**src/rtl/reg_file_sb_pkg.sv**
```systemverilog
// reg_file_sb_pkg: shared sizing defaults and register-index constants for reg_file_sb
package reg_file_sb_pkg;
  localparam int DEF_DATA_WIDTH = 32;
  localparam int DEF_ADDR_WIDTH = 5;
  localparam int REG_COUNT = 2 ** DEF_ADDR_WIDTH;
  localparam int REG_ZERO = 0;
endpackage

```
**src/rtl/reg_file_sb_scoreboard.sv**
```systemverilog
// reg_scoreboard: per-register busy bits, set on issue and cleared on write-back, set wins
module reg_scoreboard
  import reg_file_sb_pkg::*;
#(
  parameter int ADDR_WIDTH = DEF_ADDR_WIDTH
) (
  input  logic                  clk,
  input  logic                  rst_n,
  input  logic                  set_en,
  input  logic [ADDR_WIDTH-1:0] set_addr,
  input  logic                  clr_en,
  input  logic [ADDR_WIDTH-1:0] clr_addr,
  input  logic [ADDR_WIDTH-1:0] addr1,
  input  logic [ADDR_WIDTH-1:0] addr2,
  output logic                  busy1,
  output logic                  busy2
);
  localparam int COUNT = 2 ** ADDR_WIDTH;
  logic [COUNT-1:0] busy;
  // Busy update for every non-zero index; entry 0 is never set so it stays 0
  always_ff @(posedge clk or negedge rst_n)
    if (!rst_n) busy <= '0;
    else
      for (int i = 1; i < COUNT; i++)
        if (set_en && set_addr == ADDR_WIDTH'(i)) busy[i] <= 1'b1;
        else if (clr_en && clr_addr == ADDR_WIDTH'(i)) busy[i] <= 1'b0;
  assign busy1 = busy[addr1];
  assign busy2 = busy[addr2];
endmodule

```
**src/rtl/reg_file_sb.sv**
```systemverilog
// reg_file_sb: 2-read/1-write register file with busy scoreboard; REG_BYPASS_EN enables write-to-read forwarding
module reg_file_sb
  import reg_file_sb_pkg::*;
#(
  parameter int DATA_WIDTH = DEF_DATA_WIDTH,
  parameter int ADDR_WIDTH = DEF_ADDR_WIDTH
) (
  input  logic                  clk,
  input  logic                  rst_n,
  input  logic                  reg_write,
  input  logic [ADDR_WIDTH-1:0] write_addr,
  input  logic [DATA_WIDTH-1:0] write_data,
  input  logic                  issue_valid,
  input  logic [ADDR_WIDTH-1:0] issue_addr,
  input  logic [ADDR_WIDTH-1:0] read_addr1,
  input  logic [ADDR_WIDTH-1:0] read_addr2,
  output logic [DATA_WIDTH-1:0] read_data1,
  output logic [DATA_WIDTH-1:0] read_data2,
  output logic                  busy1,
  output logic                  busy2
);
  localparam int COUNT = 2 ** ADDR_WIDTH;
  localparam logic [ADDR_WIDTH-1:0] ZERO = ADDR_WIDTH'(REG_ZERO);
  logic [DATA_WIDTH-1:0] regs [COUNT];
  logic [DATA_WIDTH-1:0] stored1, stored2;
  logic sb_busy1, sb_busy2;
  logic wr_en;
  assign wr_en = reg_write && write_addr != ZERO;
  // Write-back commit; register 0 is excluded by wr_en and so holds its reset zero
  always_ff @(posedge clk or negedge rst_n)
    if (!rst_n) for (int i = 0; i < COUNT; i++) regs[i] <= '0;
    else if (wr_en) regs[write_addr] <= write_data;
  assign stored1 = read_addr1 == ZERO ? '0 : regs[read_addr1];
  assign stored2 = read_addr2 == ZERO ? '0 : regs[read_addr2];
  reg_scoreboard #(.ADDR_WIDTH(ADDR_WIDTH)) u_sb (
    .clk     (clk),
    .rst_n   (rst_n),
    .set_en  (issue_valid),
    .set_addr(issue_addr),
    .clr_en  (reg_write),
    .clr_addr(write_addr),
    .addr1   (read_addr1),
    .addr2   (read_addr2),
    .busy1   (sb_busy1),
    .busy2   (sb_busy2)
  );
`ifdef REG_BYPASS_EN
  logic fwd1, fwd2, set1, set2;
  // Forward same-cycle write-back data and its pending busy clear unless a new issue re-marks the index
  always_comb begin
    fwd1 = wr_en && read_addr1 == write_addr;
    fwd2 = wr_en && read_addr2 == write_addr;
    set1 = issue_valid && issue_addr == read_addr1;
    set2 = issue_valid && issue_addr == read_addr2;
    read_data1 = fwd1 ? write_data : stored1;
    read_data2 = fwd2 ? write_data : stored2;
    busy1 = sb_busy1 && !(fwd1 && !set1);
    busy2 = sb_busy2 && !(fwd2 && !set2);
  end
`else
  assign read_data1 = stored1;
  assign read_data2 = stored2;
  assign busy1 = sb_busy1;
  assign busy2 = sb_busy2;
`endif
endmodule

```
**config.mk**
```make
export PLATFORM = sky130hd
export DESIGN_NAME = reg_file_sb
export DESIGN_NICKNAME = d
export VERILOG_FILES = /design/src/rtl/reg_file_sb_pkg.sv /design/src/rtl/reg_file_sb_scoreboard.sv /design/src/rtl/reg_file_sb.sv
export SDC_FILE = /design/constraint.sdc
export NUM_CORES = 2
export LEC_CHECK = 0
export ABC_AREA = 1
export CAP_MARGIN = 30
export CORE_ASPECT_RATIO = 0.75
export CORE_MARGIN = 2
export CORE_UTILIZATION = 50
export DETAILED_ROUTE_END_ITERATION = 10
export PLACE_DENSITY = 0.63
export SLEW_MARGIN = 10
export SYNTH_ARGS = -nofsm -noshare
export SYNTH_HDL_FRONTEND = slang
export SYNTH_HIERARCHICAL = 1
export SYNTH_SLANG_ARGS = --single-unit
```
**constraint.sdc**
```tcl
create_clock -name clk -period 6.05 [get_ports clk]
set_input_delay 1.21 -clock clk [delete_from_list [all_inputs] [get_ports clk]]
set_output_delay 1.21 -clock clk [all_outputs]
set_load 0.02 [all_outputs]
```
# After elaboration in Yosys (flattened, before gate mapping)
# Index checks and enable logic that the tools add are counted.
op_classes:
  n_lt_le_gt_ge: 6
  n_eq_ne: 62
  mux: 77
  bitwise_logic: 3
  n_reduce_logical: 98
op_table:
  columns: ["cell", "count"]
  rows:
  - ["$bwmux W1024", 1]
  - ["$bmux W32 S5", 2]
  - ["$mux W32", 7]
  - ["$demux W32 S5", 1]
  - ["$eq A5 B5 Y1 const B", 32]
  - ["$eq A5 B4 Y1 const B", 16]
  - ["$logic_and A1 B1 Y1", 64]
  - ["$mux W1", 64]
  - ["$reduce_bool A2 Y1", 31]
  - ["$eq A5 B3 Y1 const B", 8]
  - ["$eq A5 B2 Y1 const B", 4]
  - ["$ge A6 B6 Y1 const B", 3]
  - ["$not A5 Y6", 3]
  - ["$lt A5 B6 Y1 const B", 2]
  - ["$bmux W1 S5", 2]
  - ["$eq A5 B1 Y1 const B", 2]
  - ["$logic_not A5 Y1", 2]
  - ["$lt A6 B1 Y1 const B", 1]
  - ["$reduce_bool A5 Y1", 1]
totals:
  register_bits: 1055
  word_cells: 309

# Logic depth before layout (Yosys ltp)
depth:
  ltp_word: 6
  ltp_mapped: 13
  depth_no_buf: 10

# By module
# Netlist, hierarchy kept.
by_module_without_submodules:
  columns: ["module", "n_inst", "cells_each", "area_each_um2"]
  rows:
  - ["reg_file_sb", 1, 8359, 57577.7]
  - ["reg_scoreboard", 1, 348, 2160.8]

# Worst setup path before layout
# No wires, ideal clock.
synth_timing:
  path_kind: "input to output"
  start: "input port read_addr2[0]"
  end: "output port read_data2[0]"
  arrival_ns: 2.653
  required_time_ns: 4.840
  slack_ns: 2.187
  stages: 12
  n_path_buf: 3
  path_cell_list: "buf_2 > inv_1 > clkbuf_1 > clkbuf_1 > nand2_1 > nand3_1 > nand3_1 > nand2_1 > nand2_1 > nand3_1 > nand2_1 > nor2_1"
synth_via:
  elab_chain_len: 5
  word_cells_on_any_way: 6
synth_rtl:
  columns: ["element", "line_no", "text"]
  rows:
  - ["start: declaration", "reg_file_sb.sv:16", "input logic [ADDR_WIDTH-1:0] read_addr2,"]
  - ["$not A5 Y6 (implied by the code)", "reg_file_sb.sv:34", "assign stored2 = read_addr2 == ZERO ? '0 : regs[read_addr2];"]
  - ["$bmux W32 S5", "reg_file_sb.sv:34", null]
  - ["$mux W32 (implied by the code) (2 in series)", "reg_file_sb.sv:34", null]
  - ["$mux W32 *", "reg_file_sb.sv:34", null]
  - ["end: declaration", "reg_file_sb.sv:18", "output logic [DATA_WIDTH-1:0] read_data2,"]
# Every way passes the cells marked *; elsewhere a longest branch is shown, timed or not. The select of a mux whose other input is x is not followed.

# Worst setup path in the final report
layout_timing:
  start: "input port read_addr2[0]"
  end: "output port read_data2[12]"
# Same word-level chain as after synthesis.

==> metrics.yaml <==
sta:
  finalClockSkew_ns: 0
  rsz0062_at_grt: "false"
  worst_slew_pin_slew_ns: 1.12
  finalCriticalPeriod_ns: 5.61
  fin_ws_ns: 0.439
  drv_slew: 0
  slew_headroom: 0.254
  hold_violations: 0
  timing.fmax_ghz: 0.178
  hold-worst-slack_ns: 0.403
  post-route-period-util: 0.927
  tns_ns: 0
  setup_viol: 0
pwr:
  powerDensity_mw_per_mm2: 328
  ir_drop_mv: 0.251
  leakage_nw: 31.2
setup_path:
  crit_type: "in2out"
  crit_arrival_ns: 4.40
  crit_slowest_cell: "nor2_1"
  worstPathCellList: "buf_8 -> buf_12 -> buf_12 -> nand2_1 -> nand3_1 -> nand3_1 -> nand2_1 -> nand2_1 -> nand3_1 -> nand2_1 -> nor2_1 -> buf_4 -> clkdlybuf4s50_1"
  cp_max_fo: 56
  startpoint_type: "input pin"
  cpMostUsedCell: "nand2_1"
  required_ns: 4.84
  endpoint_kind: "primary output"
  cpPeakStageDelay_ns: 0.65
final_layout:
  final_cell_mix: "2971 x nand2_1, 1055 x dfrtp_1, 1048 x o21ai_0, 1048 x nand3_1, 600 x nor2_1"
  nets: 8459
  utilization: 0.558
  synthToLayoutAreaGrowth_pct: 10.5
  layout_commonest_cell: "nand2_1"
  fillCellCount: 11381
  layout-drive-gt1-share: 0.0571
yosys:
  synth_cell_types: 32
  synth.largest_area_cell: "dfrtp_1"
  syn_nets: 8763
  postSynthAreaPerCell_um2: 6.86
  ys_warn_count: 8
  synth_seq_area_share: 0.442
  netlist_top_cells_area: "dfrtp_1 44%, nand2_1 19%, nand3_1 8.8%"
  synth_top_area_frac: 0.442
  syn-instance-count: 8707
  synth.cell_area_mm2: 0.0597
  ys_ff_latch: 1055
global_routing:
  antenna_found_initial: 33
  grt_max_degree: 166
  grt_overflow: 0
  grt.total_usage: 0.399
  grt_first_pass_wirelength_um: 366000
  grt_pass1_vias: 55451
flow_run:
  cap_violations: 0
floorplanning:
  die-area_mm2: 0.122
  coreArea_mm2: 0.118
  num_rows: 109
  initial_core_util: 0.505
  die_x_um: 403
  die_h_um: 303
  ios: 122
outcome:
  status: "finished clean"
cts:
  clockBufferDepth: 3
  cts_resized: 0
  cts_tree: "built"
  htreeDepth: 3
  clk_latency_ns: 0.74
  clock_sinks: 1055
  ctsHoldBuffers: 0
  cts_buffers: 111
  cts_root_buffer: "clkbuf_16"
  post_cts_buffers: 0
  path_clk_slew_ns: 0.06
place:
  dp_slack_ns: 0.526
  dp_hpwl_um: 142000
  place_congestion: 0.896
  portBuffers: 121
route:
  routed_via_density: 6.00
  num_vias: 60410
  drt_iter0_drc: 9105
  first_pass_iters: 8
  wl_um: 245000
  wl_per_cell_um: 24.4
  ant_nets: 0
  drc: 0
min_path:
  hold_class: "reg2reg"
layout make-up:
type,count,area [um2],area share
multi-input cells,6386,28400,0.430
repair buffers,314,3400,0.0515
inverters,535,2060,0.0311
clock inverters,55,581,0.00880
flip-flops and latches,1055,26400,0.400
well taps,1554,1940,0.0295
clock buffers,155,3190,0.0484
diodes,19,47.5,0.000720
metrics by stage:
step | total power, mW | cells | cell area [um2]
after floorplan | 12.7 | 8707 | 59700
after global placement | 14.2 | 9835 | 62000
after detailed placement | 14.3 | 9839 | 62000
after CTS | 21.5 | 10049 | 65800
after global routing | 22.8 | 10070 | 66000
final | 21.6 | 10073 | 66000
flip-flops by register name (all words and copies together), names as in the netlist:
signal,cells
regs,1024
u_sb/busy,31
synthesized netlist by cell type (all sizes together):
| cell type | count |
|---|---|
| a21oi | 443 |
| buf | 257 |
| clkbuf | 474 |
| clkinv | 3 |
| dfrtp | 1055 |
| inv | 532 |
| nand2 | 2988 |
| nand3 | 1056 |
| nand4 | 3 |
| nor2 | 622 |
| nor3 | 5 |
| nor4 | 2 |
| o211ai | 198 |
| o21ai | 1067 |
| o31ai | 1 |
| or2 | 1 |
report_power, final:
group / total, mW / switching [mW] / internal [mW]
Sequential: 9.64 / 1.06 / 8.57
Combinational: 4.72 / 3.04 / 1.68
Clock: 7.26 / 3.18 / 4.08
critical path: cells and delay by family:
kind | cells | cell delay, ns
AND/OR/NAND/NOR | 8 | 1.29
buffers and inverters | 5 | 1.85
path summary, 6_finish.rpt:
kind                                from             end  slack (ns)  depth (start not counted)
max                        read_addr2[0]  read_data2[12]        0.44                         13
min                           regs[1022]      regs[1022]        0.40                          0
max reg2reg                u_sb/busy[16]   u_sb/busy[16]        5.30                          2
min reg2reg                   regs[1022]      regs[1022]        0.40                          0
max in group asynchronous          rst_n       regs[413]        4.17                          3
min in group asynchronous          rst_n       regs[212]        0.41                          1
kinds of logic after synthesis:
| family | after synthesis | share of synthesized area |
|---|---|---|
| buffers and inverters | 1266 | 0.0859 |
| DFF | 1055 | 0.442 |
| AOI/OAI and AO/OA | 1709 | 0.152 |
| and+or+nand+nor | 4677 | 0.321 |
routing by layer:
metal	vias to the layer above	share of wire	track usage
met5	-	0.00031	0
met4	12	0.048	0.177
met3	650	0.14	0.114
met2	3836	0.41	0.574
met1	28373	0.41	0.561
li1	27539	-	-
Note: power is estimated with default switching activity, not from simulation.
